### config.mk
export PLATFORM = sky130hd
export DESIGN_NAME = pc16_fetch
export DESIGN_NICKNAME = d
export VERILOG_FILES = /design/src/rtl/hack_pkg.sv /design/src/rtl/pc16.sv /design/src/rtl/pc16_fetch.sv
export SDC_FILE = /design/constraint.sdc
export NUM_CORES = 1
export LEC_CHECK = 0
export CAP_MARGIN = 20
export CORE_UTILIZATION = 50
export CTS_CLUSTER_DIAMETER = 40
export CTS_CLUSTER_SIZE = 24
export DETAILED_ROUTE_END_ITERATION = 6
export GPL_TIMING_DRIVEN = 0
export PLACE_DENSITY = 0.89
export SETUP_SLACK_MARGIN = 0.3
export SKIP_CTS_REPAIR_TIMING = 1
export SLEW_MARGIN = 40
export SYNTH_ARGS = -nofsm -noshare
export SYNTH_HDL_FRONTEND = slang
export SYNTH_HIERARCHICAL = 1
export SYNTH_SLANG_ARGS = --single-unit
### constraint.sdc
create_clock -name clk -period 4.1 [get_ports clk]
set_input_delay 1.025 -clock clk [delete_from_list [all_inputs] [get_ports clk]]
set_output_delay 1.025 -clock clk [all_outputs]
set_load 0.01 [all_outputs]
### src/rtl/hack_pkg.sv
// Shared types for the Hack fetch path.
// Word type, fetch FSM states and the default reset PC.
package hack_pkg;

    typedef logic [15:0] word_t;

    typedef enum logic [1:0] {
        ST_IDLE = 2'd0,
        ST_REQ  = 2'd1,
        ST_HOLD = 2'd2
    } fetch_state_e;

    localparam word_t RESET_PC_DEFAULT = 16'h0000;

endpackage

### src/rtl/pc16.sv
// 16-bit program counter: reset > load > increment.
// nxt exposes the value q takes at the coming edge.
module pc16
    import hack_pkg::*;
#(
    parameter word_t RESET_PC = RESET_PC_DEFAULT
) (
    input  logic  clk,
    input  logic  rst_n,
    input  logic  load,
    input  logic  inc,
    input  word_t d,
    output word_t q,
    output word_t nxt
);

    always_comb begin
        nxt = q;
        priority case (1'b1)
            load:    nxt = d;
            inc:     nxt = q + 16'd1;
            default: nxt = q;
        endcase
    end

    always_ff @(posedge clk or negedge rst_n) begin
        if (!rst_n) begin
            q <= RESET_PC;
        end else begin
            q <= nxt;
        end
    end

endmodule

### src/rtl/pc16_fetch.sv
// Hack instruction fetch: IDLE/REQ/HOLD FSM over a ROM
// request/ack port with a valid/ready instruction output.
module pc16_fetch
    import hack_pkg::*;
#(
    parameter word_t RESET_PC = RESET_PC_DEFAULT
) (
    input  logic        clk,
    input  logic        rst_n,
    input  logic        en,
    input  logic        jump_valid,
    input  logic [15:0] jump_addr,
    output logic        rom_req,
    output logic [15:0] rom_addr,
    input  logic        rom_ack,
    input  logic [15:0] rom_data,
    output logic [15:0] instr,
    output logic [15:0] instr_pc,
    output logic        instr_valid,
    input  logic        instr_ready
);

    fetch_state_e state;
    fetch_state_e state_nxt;
    logic         discard;
    logic         discard_nxt;
    logic         pc_inc;
    logic         capture;
    word_t        pc;
    word_t        pc_nxt;

    pc16 #(
        .RESET_PC(RESET_PC)
    ) u_pc (
        .clk  (clk),
        .rst_n(rst_n),
        .load (jump_valid),
        .inc  (pc_inc),
        .d    (jump_addr),
        .q    (pc),
        .nxt  (pc_nxt)
    );

    always_comb begin
        state_nxt   = state;
        discard_nxt = discard;
        pc_inc      = 1'b0;
        capture     = 1'b0;
        unique case (state)
            ST_IDLE: begin
                if (en) begin
                    state_nxt = ST_REQ;
                end
            end
            ST_REQ: begin
                if (rom_ack) begin
                    // Stale data after a jump: re-issue at pc
                    if (jump_valid || discard) begin
                        discard_nxt = 1'b0;
                    end else begin
                        capture   = 1'b1;
                        state_nxt = ST_HOLD;
                    end
                end else if (jump_valid) begin
                    discard_nxt = 1'b1;
                end
            end
            ST_HOLD: begin
                if (jump_valid) begin
                    state_nxt = ST_REQ;
                end else if (instr_ready) begin
                    pc_inc    = 1'b1;
                    state_nxt = ST_REQ;
                end
            end
            default: begin
                state_nxt = ST_IDLE;
            end
        endcase
    end

    always_ff @(posedge clk or negedge rst_n) begin
        if (!rst_n) begin
            state   <= ST_IDLE;
            discard <= 1'b0;
        end else begin
            state   <= state_nxt;
            discard <= discard_nxt;
        end
    end

    // Address is frozen while a request waits for its ack
    always_ff @(posedge clk or negedge rst_n) begin
        if (!rst_n) begin
            rom_addr <= RESET_PC;
        end else if (!(state == ST_REQ && !rom_ack)) begin
            rom_addr <= pc_nxt;
        end
    end

    always_ff @(posedge clk or negedge rst_n) begin
        if (!rst_n) begin
            instr    <= 16'h0000;
            instr_pc <= 16'h0000;
        end else if (capture) begin
            instr    <= rom_data;
            instr_pc <= rom_addr;
        end
    end

    assign rom_req     = (state == ST_REQ);
    assign instr_valid = (state == ST_HOLD);

endmodule

## Word level (Yosys, flattened, before mapping)

Cells that the tools add are included.

| cells by class | value |
|---|---|
| add/sub/neg operators | 1 |
| multipliers | 0 |
| divide/modulo/power cells | 0 |
| order comparisons | 0 |
| equal/unequal tests | 7 |
| shifts and indexed selects | 0 |
| mux-type cells | 17 |
| bitwise logic cells | 0 |
| reductions and logical operators | 7 |

Operator list:

| cell | number |
|---|---|
| 2-to-1 mux 16 bit | 2 |
| adder 16 x 1 -> 16 bit, second input constant | 1 |
| 2-to-1 mux 2 bit | 5 |
| 2-to-1 mux 1 bit | 9 |
| case mux 2 bit (3 select lines) | 1 |
| != test 2 x 1 -> 1 bit, second input constant | 2 |
| != test 2 bit, second input constant | 2 |
| AND reduction 4 bit | 1 |
| != test 3 x 2 -> 1 bit, second input constant | 1 |
| AND reduction 3 bit | 1 |
| == test 2 x 1 -> 1 bit, second input constant | 1 |
| == test 2 bit, second input constant | 1 |
| logical NOT 2 bit | 1 |
| nonzero test 2 bit | 1 |
| logical AND 1 bit | 1 |
| logical NOT 1 bit | 1 |
| logical OR 1 bit | 1 |

| word-level totals | value |
|---|---|
| register bits after elaboration | 67 |
| bits in latches | 0 |
| bits in writable memories | 0 |
| memory bits (read-only) | 0 |
| input bits | 38 |
| output and inout bits | 50 |
| memories kept | 0 |

## Longest topological paths before layout

| logic depth | value |
|---|---|
| depth in word-level cells | 5 |
| depth in mapped cells | 9 |

## By module

Netlist, hierarchy kept.

Modules (own cells, without submodules):

| module | instances | cells an instance | area an instance (sq um) | seq. area each (sq um) |
|---|---|---|---|---|
| pc16_fetch | 1 | 119 | 2149.6 | 1276.2 |
| pc16 | 1 | 98 | 929.6 | 400.4 |

## Worst setup path before layout

OpenSTA, ideal clock, no wires.

| timing path | value |
|---|---|
| path kind | input port to flip-flop |
| start point | in jump_valid |
| end point | reg rom_addr[12] |
| arrival | 2.474 ns |
| required time | 3.975 ns |
| setup slack | 1.501 ns |
| cell stages on the path | 8 |
| path buffers | 2 |
| path through | nor3b_1 > buf_4 > nand4_1 > buf_2 > nor4_2 > xor2_1 > mux2_2 > mux2_4 |

| on the way | value |
|---|---|
| cells in the longest elaborated chain, start to end | 4 |

RTL lines:

| item | RTL line | text |
|---|---|---|
| from (decl) | pc16_fetch.sv:11 | `input logic jump_valid,` |
| 2-to-1 mux 1 bit | pc16_fetch.sv:69 | `if (jump_valid) begin` |
| 2-to-1 mux 1 bit | pc16_fetch.sv:49 | `unique case (state)` |
| 2-to-1 mux 16 bit | pc16.sv:19 | `priority case (1'b1)` |
| 2-to-1 mux 16 bit * | pc16.sv:19 |  |
| named net pc_nxt[12] | pc16_fetch.sv:30 | `word_t pc_nxt;` |
| to (signal assigned) | pc16_fetch.sv:97 | `rom_addr <= pc_nxt;` |
| to (decl) | pc16_fetch.sv:14 | `output logic [15:0] rom_addr,` |

Mark *: on every way through the listed nets, which the timed path passes. The rest lies on a longest branch.
A chain may end at the register's enable or synchronous reset.

## Worst setup path after layout

| timing path | value |
|---|---|
| start point | in jump_valid |
| end point | reg rom_addr[15] |

| on the way | value |
|---|---|
| cells in the longest elaborated chain, start to end | 4 |

RTL lines:

| item | RTL line | text |
|---|---|---|
| 2-to-1 mux 1 bit | pc16_fetch.sv:69 |  |
| 2-to-1 mux 1 bit | pc16_fetch.sv:49 |  |
| named net pc_inc | pc16_fetch.sv:27 | `logic pc_inc;` |
| 2-to-1 mux 16 bit (2 in series) | pc16.sv:19 |  |
| named net pc_nxt[15] | pc16_fetch.sv:30 |  |

The timed path passes the listed nets, and every way through them passes these cells.

==> results_dict.tcl <==
set metrics [dict create \
    grt_max_degree 37 \
    initial_core_util 0.520 \
    irDropWorstVdd_mv 0.357 \
    synth_top_cell_by_area "dfrtp_1" \
    syn_inst 217 \
    dp_cells 380 \
    final_nets 355 \
    setup_viol 0 \
    final_core_utilization 0.728 \
    stdcell_count 396 \
    die_w_microns 80.5 \
    clkLatencyLatePin_ns 0.33 \
    cts_root_buf "clkbuf_8" \
    synthAdderAreaFrac 0.00406 \
    finalClockSkew_ns 0.00862 \
    slew_headroom 0.698 \
    maxCapViolCount 0 \
    synth_area_sq_um 3080 \
    cts_htree_levels 3 \
    clk_pin_slew_worst_paths_ns 0.07 \
    ys_types 33 \
    routed_wirelength_microns 6310 \
    holdWs_ns 0.510 \
    area_delta_synth_final_pct 39.9 \
    core-area_sq_um 5920 \
    synth_area_leaders "dfrtp_1, mux2_4, mux2_2" \
    synth-seq-cells 67 \
    diodes 0 \
    grt.overflow.total 0 \
    drc 0 \
    worst_pin_slew_ns 0.454 \
    vias 2040 \
    first_pass_iters 4 \
    crit_path_end_kind "register" \
    power_density_nw_per_um2 658 \
    rows 28 \
    synth_ff_type "dfrtp_1" \
    clockBufferDepth 2 \
    synthSimpleGateAreaFrac 0.103 \
    drt-initial-drc-count 74 \
    synth_top_cells_by_count "dfrtp_1, mux2_4, nand2_1" \
    hold_viol_final 0 \
    drive_gt1_frac 0.268 \
    fmax_mhz 323 \
    worstHoldPathType "register to register" \
    synthXorXnorAreaFrac 0.0398 \
    place_congestion 0.772 \
    yosysWarningCount 6 \
    start_kind "input pin" \
    path_class "input pin to register" \
    ys_async_sr_fraction 1.00 \
    status "finished, final reports clean" \
    antenna_left 0 \
    fin_area_sq_um 4310 \
    grtUsageTotal 0.216 \
    cts_tree "built" \
    dp_hpwl_microns 4520 \
    place_area_sq_um 4060 \
    slew_viol_final 0 \
    critPathArrivalTime_ns 3.32 \
    avgSynthCellArea_sq_um 14.2 \
    synth-edff-count 0 \
    synth_fp_nets 256 \
    synth_top_area_frac 0.544 \
    die_area_sq_um 6480 \
    period_share 0.756 \
    synth_top_family_by_area "multiplexers" \
    synthMuxAreaShare 0.237 \
    wl_per_cell_microns 15.9 \
    p_total_uw 2830 \
    antenna_found_initial 0 \
    avgViaCountPerCell 5.15 \
    numCtsBuffers 9 \
    ys_seq_area_frac 0.544 \
    grt_pass1_vias 2099 \
    place.port_buffers 87 \
    synth_compound_area_frac 0.0345 \
    cts.sinks 67 \
    fin_crit_ns 3.10 \
    yosysMostFrequentCell "dfrtp_1" \
    die_h_microns 80.5 \
    leakage_uw 0.00189 \
    cp_max_fo 10 \
    required_ns 4.32 \
    grt_pass1_wl_microns 10300 \
    rsz0062_at_grt "no" \
    io_pins 88 \
]
==> per-stage QoR <==
stage | setup slack [ns] | setup TNS [ns]
after global routing | 0.801 | 0
after detailed placement | 0.647 | 0
after global placement | -0.164 | -10.79
after floorplan | 1.50 | 0
final | 1.00 | 0
after CTS | 0.992 | 0
==> cells in the final DEF, fill, tap and decap left out <==
| master | count |
|---|---|
| a21oi_1 | 2 |
| a22oi_1 | 1 |
| a311o_1 | 1 |
| buf_12 | 2 |
| buf_2 | 1 |
| buf_4 | 2 |
| buf_6 | 5 |
| bufinv_16 | 2 |
| clkbuf_1 | 3 |
| clkbuf_8 | 13 |
| clkdlybuf4s50_1 | 86 |
| clkinvlp_4 | 1 |
| dfrtp_1 | 67 |
| ha_1 | 1 |
| inv_1 | 4 |
| mux2_2 | 11 |
| mux2_4 | 39 |
| mux2i_1 | 2 |
| nand2_1 | 19 |
| nand3_1 | 3 |
| nand3_4 | 1 |
| nand4_1 | 5 |
| nand4_4 | 1 |
| nor2_1 | 4 |
| nor2b_1 | 1 |
| nor2b_4 | 2 |
| nor3_1 | 4 |
| nor3b_1 | 1 |
| nor4_1 | 1 |
| nor4_2 | 5 |
| o21ai_0 | 9 |
| o21ai_1 | 5 |
| o41ai_1 | 1 |
| or2b_2 | 1 |
| or3_1 | 1 |
| xnor2_1 | 8 |
| xor2_1 | 6 |
==> cell families after synthesis <==
family | after synthesis
simple gates | 49
buf+inv | 15
flops | 67
fa+ha+maj | 1
mux | 52
xor+xnor | 14
compound gates | 19
==> critical path, stage by stage <==
cell and delay (ns):
clkdlybuf4s50_1 0.55, nor3b_1 0.27, buf_4 0.19, nand4_1 0.12, buf_2 0.22, nor4_1 0.36
mux2i_1 0.22, nand2_1 0.09, mux2_2 0.26
==> power breakdown <==
part / internal (uW) / switching (uW) / leakage (uW)
registers: 895 / 155 / 0.000807
logic: 757 / 375 / 0.000962
clock network: 409 / 242 / 0.000122
total: 2060 / 771 / 0.00189
==> per-layer routing <==
metal	vias to the layer above	track usage	share of wire
li1	962	-	-
met1	1004	0.289	0.45
met2	61	0.332	0.48
met3	13	0.0602	0.049
met4	0	0.0804	0.020
met5	-	0	0
==> sequential cells by signal (all words and copies together) (netlist names) <==
register	cells
instr	16
rom_addr	16
u_pc/q	16
discard	1
state	2
instr_pc	16
==> area by class of cell <==
class	instances	area [sq um]
tap	75	93.8
clock inverter	3	67.6
buffer	11	100
inverter	4	15.0
clock buffer	13	179
sequential	67	1680
fill	374	1610
multi-input combinational	135	1290
timing repair buffer	88	888
==> worst paths after layout <==
path                                              start                        to  slack, ns  cells past startpoint
min in group asynchronous                         rst_n     instr[11]$_DFFE_PN0P_       0.62                      1
worst max register to register     state[1]$_DFFE_PN0P_  rom_addr[15]$_DFFE_PN0N_       1.52                      9
worst min register to register  instr_pc[4]$_DFFE_PN0P_   instr_pc[4]$_DFFE_PN0P_       0.51                      1
worst max-delay path                         jump_valid  rom_addr[15]$_DFFE_PN0N_       1.00                      9
worst min-delay path            instr_pc[4]$_DFFE_PN0P_   instr_pc[4]$_DFFE_PN0P_       0.51                      1
max in group asynchronous                         rst_n   instr_pc[6]$_DFFE_PN0P_       2.95                      2
Note: power is estimated with default switching activity, not from simulation.
==> patch 1, RTL diff (same flow settings) <==
Reset style: synchronous (`rst_n`), changed in 4 clocked blocks.
--- a/src/rtl/pc16.sv
+++ b/src/rtl/pc16.sv
@@ -23,7 +23,7 @@
         endcase
     end
 
-    always_ff @(posedge clk or negedge rst_n) begin
+    always_ff @(posedge clk) begin
         if (!rst_n) begin
             q <= RESET_PC;
         end else begin
--- a/src/rtl/pc16_fetch.sv
+++ b/src/rtl/pc16_fetch.sv
@@ -79,7 +79,7 @@
         endcase
     end
 
-    always_ff @(posedge clk or negedge rst_n) begin
+    always_ff @(posedge clk) begin
         if (!rst_n) begin
             state   <= ST_IDLE;
             discard <= 1'b0;
@@ -90,7 +90,7 @@
     end
 
     // Address is frozen while a request waits for its ack
-    always_ff @(posedge clk or negedge rst_n) begin
+    always_ff @(posedge clk) begin
         if (!rst_n) begin
             rom_addr <= RESET_PC;
         end else if (!(state == ST_REQ && !rom_ack)) begin
@@ -98,7 +98,7 @@
         end
     end
 
-    always_ff @(posedge clk or negedge rst_n) begin
+    always_ff @(posedge clk) begin
         if (!rst_n) begin
             instr    <= 16'h0000;
             instr_pc <= 16'h0000;
Formal check against the unedited RTL: differs if rst_n is asserted again (counterexample within 4 cycles, from zero or initial values and one cycle with rst_n low); with rst_n held inactive, the same outputs for 10 cycles.
==> patch 1 against the original RTL <==
  * Wire length increased by 17%
  * First-iteration DRC count increased by 84%
  * Die area decreased by 1.5%
  * Via count increased by 35%
  * Critical path type unchanged
  * Worst setup slack improved by 0.22 ns
  * Global-route usage increased by 3.1 points
  * Synthesized cell count increased by 61%
  * Sequential cell count unchanged
  * Cell area decreased by 3.0%
  * Area after synthesis decreased by 1.5%
  * Highest routed layer unchanged
Power is not compared: it rests on default switching activity, and its combinational part moved more than twofold at a synthesized area within 25%.
==> patch 1: results <==
export IMPL_status="complete, no violations"
export IMPL_first_pass_iters=4
export IMPL_syn_inst=350
export IMPL_first_iter_violations=136
export IMPL_syn_nets=389
export IMPL_grt_use_met2_pct=44.0
export IMPL_synthTopCellsByCount="nand2_1 (113), dfxtp_1 (67), mux2i_1 (34), a21oi_1 (24), o21ai_0 (11)"
export IMPL_use_met1_pct=28.6
export IMPL_reg2reg_slack_ns=1.87
export IMPL_relSlewSlack_pct=65.7
export IMPL_synth_compound_area_share_pct=9.94
export IMPL_endpoint="rom_addr[15]$_SDFFE_PN0N_"
export IMPL_antenna_found_initial=0
export IMPL_fin_nets=487
export IMPL_drive_gt1_share_pct=7.95
export IMPL_viasPerCell=5.22
export IMPL_grt_usage_pct=24.6
export IMPL_whs_path_depth=2
export IMPL_yosys_top_cells_area="dfxtp_1 (44%), nand2_1 (14%), mux2i_1 (11%), a21oi_1 (4.0%), buf_12 (2.0%)"
export IMPL_synthAdderAreaFrac_pct=0.413
export IMPL_critPathMaxStageDelay_ns=0.52
export IMPL_yosysSeqAreaShare_pct=44.2
export IMPL_synth_mux_area_share_pct=11.6
export IMPL_gp_congestion=0.834
export IMPL_grt_pass1_vias=2675
export IMPL_arrival_ns=3.15
export IMPL_dp_cells=512
export IMPL_async_flop_share_pct=0
export IMPL_r2r_start="state[1]$_SDFFE_PN0P_"
export IMPL_grt_util_met3_pct=3.89
export IMPL_grt_start_max_net_pins=12
export IMPL_yosys_cell_types_count=48
export IMPL_wire_per_inst_um=13.9
export IMPL_synthXorXnorAreaFrac_pct=2.89
export IMPL_finClkSkew_ns=0.00857
export IMPL_grt_pass1_wl_mm=12.1
export IMPL_fin_cells=528
-- patch 1: cell count changes in the layout (fill, tap and decap cells not counted), sizes merged, moves of 6 or more --
cell	change
nand2	+94
dfrtp	-67
dfxtp	+67
mux2	-49
mux2i	+32
a21oi	+22
and2	+8
clkbuf	+6
-- patch 1: worst min-delay path: cells and delay by family (launching register included) --
family	cells	cell delay, ns
flops	1	0.31
simple gates	1	0.05
mux	1	0.05
-- patch 1: through the flow --
step	hold slack [ns]	worst slack [ns]	utilization, %
2_1_floorplan	0.479	1.65	-
3_3_place_gp	0.441	0.900	67.9
3_5_place_dp	0.446	0.883	67.9
4_1_cts	0.460	1.23	71.0
5_1_grt	0.482	1.05	71.0
6_report	0.461	1.22	71.0
-- patch 1: layout make-up --
cell class / instances / share of cell area [%]
Multi-Input combinational cell: 255 / 36.2
Sequential cell: 67 / 32.1
Timing Repair Buffer: 87 / 20.8
Clock buffer: 12 / 3.71
Buffer: 21 / 3.68
Tap cell: 75 / 2.25
Inverter: 7 / 0.629
Clock inverter: 4 / 0.599
-- patch 1: cells by family (layout without fill, tap and decap cells) --
| kind of cell | Yosys count | count (layout) |
|---|---|---|
| adder cells (fa/ha/maj) | 1 | 1 |
| XOR/XNOR | 10 | 10 |
| AND/OR/NAND/NOR | 159 | 159 |
| multiplexers | 35 | 35 |
| buffers and inverters | 28 | 131 |
| AO/OA/AOI/OAI | 50 | 50 |
| flip-flops | 67 | 67 |
-- patch 1: power by group --
group          internal [W]  total (W)  switching (W)
registers          0.000680   0.000706      0.0000259
logic              0.000108   0.000200      0.0000920
clock network      0.000251   0.000500       0.000249
total               0.00104    0.00141       0.000367
-- patch 1: worst min-delay path by stage --
stage,endpoint
floorplan,instr[0]$_SDFFE_PN0P_
global placement,instr[6]$_SDFFE_PN0P_
detailed placement,instr[13]$_SDFFE_PN0P_
CTS,instr[13]$_SDFFE_PN0P_
global route,instr_pc[8]$_SDFFE_PN0P_
finish,instr_pc[0]$_SDFFE_PN0P_
-- patch 1: layer usage --
layer  vias up  wire [um]  share of wire [%]
met2        76       3740                 51
met4         0        116                1.6
li1       1377          -                  -
met3        12        273                3.7
met5         -          0                  0
met1      1290       3220                 44
==> patch 2, RTL diff (same settings) <==
Without the edit above. The 3 states of `fetch_state_e` get a one-hot encoding in 3 bits.
--- a/src/rtl/hack_pkg.sv
+++ b/src/rtl/hack_pkg.sv
@@ -4,10 +4,10 @@
 
     typedef logic [15:0] word_t;
 
-    typedef enum logic [1:0] {
-        ST_IDLE = 2'd0,
-        ST_REQ  = 2'd1,
-        ST_HOLD = 2'd2
+    typedef enum logic [2:0] {
+        ST_IDLE = 3'b001,
+        ST_REQ  = 3'b010,
+        ST_HOLD = 3'b100
     } fetch_state_e;
 
     localparam word_t RESET_PC_DEFAULT = 16'h0000;
Check against the original RTL: same outputs for any inputs over 10 cycles, from zero or initial values and one cycle with rst_n low; not proved beyond that.
==> patch 2 against the original RTL <==
  * First-iteration DRC count fell by 12%
  * Non-clock buffer count down 1
  * Highest routed layer unchanged
  * Via count is 0.15% lower
  * Hold slack lost 0.037 ns
  * Area after synthesis is 2.6% lower
  * Wire length decreased by 4.8%
  * Critical path type unchanged
  * Clock power shrank 26%
  * Power down 19%
  * Clock skew down 0.0045 ns
  * Combinational power shrank 29%
  * Sequential cell count increased by 1
  * Global-route usage about the same
  * Worst setup slack worse by 0.069 ns
  * Cell area is 3.5% lower
  * Largest cell class unchanged
==> patch 2: results <==
export IMPL_dp_cells=380
export IMPL_fill_cells=370
export IMPL_first_iter_violations=65
export IMPL_clock_latency_ns=0.34
export IMPL_io_buffers=87
export IMPL_grt_pass1_wl_mm=10.1
export IMPL_cts_max_path_buffers=2
export IMPL_place_area_sq_um=3990
export IMPL_grt_pass1_vias=2283
export IMPL_syn_nets=259
export IMPL_gp_congestion=0.729
export IMPL_finClkSkew_ns=0.00410
export IMPL_wire_per_inst_um=15.2
export IMPL_yosys_warnings=6
export IMPL_viasPerCell=5.16
export IMPL_p_leak_nw=1.76
export IMPL_max_vdd_ir_drop_mv=0.406
export IMPL_hpwl_mm=4.22
export IMPL_synthTopCellsByCount="dfrtp_1 (67), mux2_2 (38), nand2_1 (19), mux2_4 (10), o21ai_0 (9)"
export IMPL_grt_start_max_net_pins=63
export IMPL_yosysSeqAreaShare_pct=56.8
export IMPL_first_pass_iters=4
export IMPL_hold_class="in2async"
export IMPL_pre_cts_slack_ns=0.629
export IMPL_yosys_cell_types_count=39
export IMPL_antennaDiodeCount=0
export IMPL_antenna_found_initial=0
export IMPL_async_flop_share_pct=100
export IMPL_htreeDepth=3
export IMPL_grt_usage_pct=21.5
export IMPL_worst_pin_slew_ns=0.518
export IMPL_fin_cells=395
export IMPL_drive_gt1_share_pct=24.5
export IMPL_cts_made_buffers=9
export IMPL_cts_root_buf="clkbuf_8"
export IMPL_critPathTopFamily="buffers and inverters"
export IMPL_syn_area_per_cell_sq_um=13.6
export IMPL_critPathMaxStageDelay_ns=0.58
export IMPL_cts_clk_slew_worst_paths_ns=0.07
export IMPL_crit_path_top_delay_cell="clkdlybuf4s50_1"
export IMPL_status="complete, no violations"
export IMPL_fin_nets=358
export IMPL_period_minus_slack_ns=3.17
export IMPL_yosys_top_cells_area="dfrtp_1 (56%), mux2_2 (14%), mux2_4 (5.0%), nand2_1 (2.4%), xnor2_1 (2.3%)"
export IMPL_path_max_fanout=10
export IMPL_arrival_ns=3.40
[patch 2: per-layer routing]
layer	vias to the layer above	part of all wire [%]	track usage (%)
li1	974	-	-
met1	977	42	24.3
met2	77	49	36.2
met3	9	7.6	7.54
met4	0	1.5	10.4
met5	-	0	0
[patch 2: logic make-up (layout without fill, tap and decap cells)]
| group | after synthesis | in the layout | share of synthesized area [%] |
|---|---|---|---|
| flops | 68 | 68 | 56.8 |
| buf+inv | 13 | 116 | 3.34 |
| compound gates | 20 | 20 | 3.63 |
| xor+xnor | 14 | 14 | 4.09 |
| mux | 52 | 52 | 20.7 |
| simple gates | 52 | 52 | 11.0 |
| fa+ha+maj | 1 | 1 | 0.417 |
[patch 2: worst paths after layout]
path                                        from                  endpoint  slack (ns)  cells after the start
setup / recovery                      jump_valid  rom_addr[13]$_DFFE_PN0N_        0.93                      9
hold / removal                             rst_n   instr_pc[9]$_DFFE_PN0P_        0.47                      1
setup reg to reg            state[0]$_DFFE_PN1P_  rom_addr[13]$_DFFE_PN0N_        1.61                      9
hold reg to reg            instr[14]$_DFFE_PN0P_     instr[14]$_DFFE_PN0P_        0.49                      1
max in group asynchronous                  rst_n      state[0]$_DFFE_PN1P_        3.10                      2
min in group clk           instr[14]$_DFFE_PN0P_     instr[14]$_DFFE_PN0P_        0.49                      1
[patch 2: cell type report]
class	count	area (sq um)	area share, %
clock buffer	13	159	3.82
timing repair buffer	88	900	21.6
multi-input combinational	139	1190	28.7
inverter	3	11.3	0.271
sequential	68	1700	41.0
clock inverter	2	10.0	0.241
buffer	10	88.8	2.14
tap	72	90.1	2.17
[patch 2: report_power, final]
group | switching [W] | internal [W] | leakage, nW
Sequential | 0.000124 | 0.000881 | 0.846
Clock | 0.000235 | 0.000248 | 0.0893
Combinational | 0.000282 | 0.000524 | 0.826
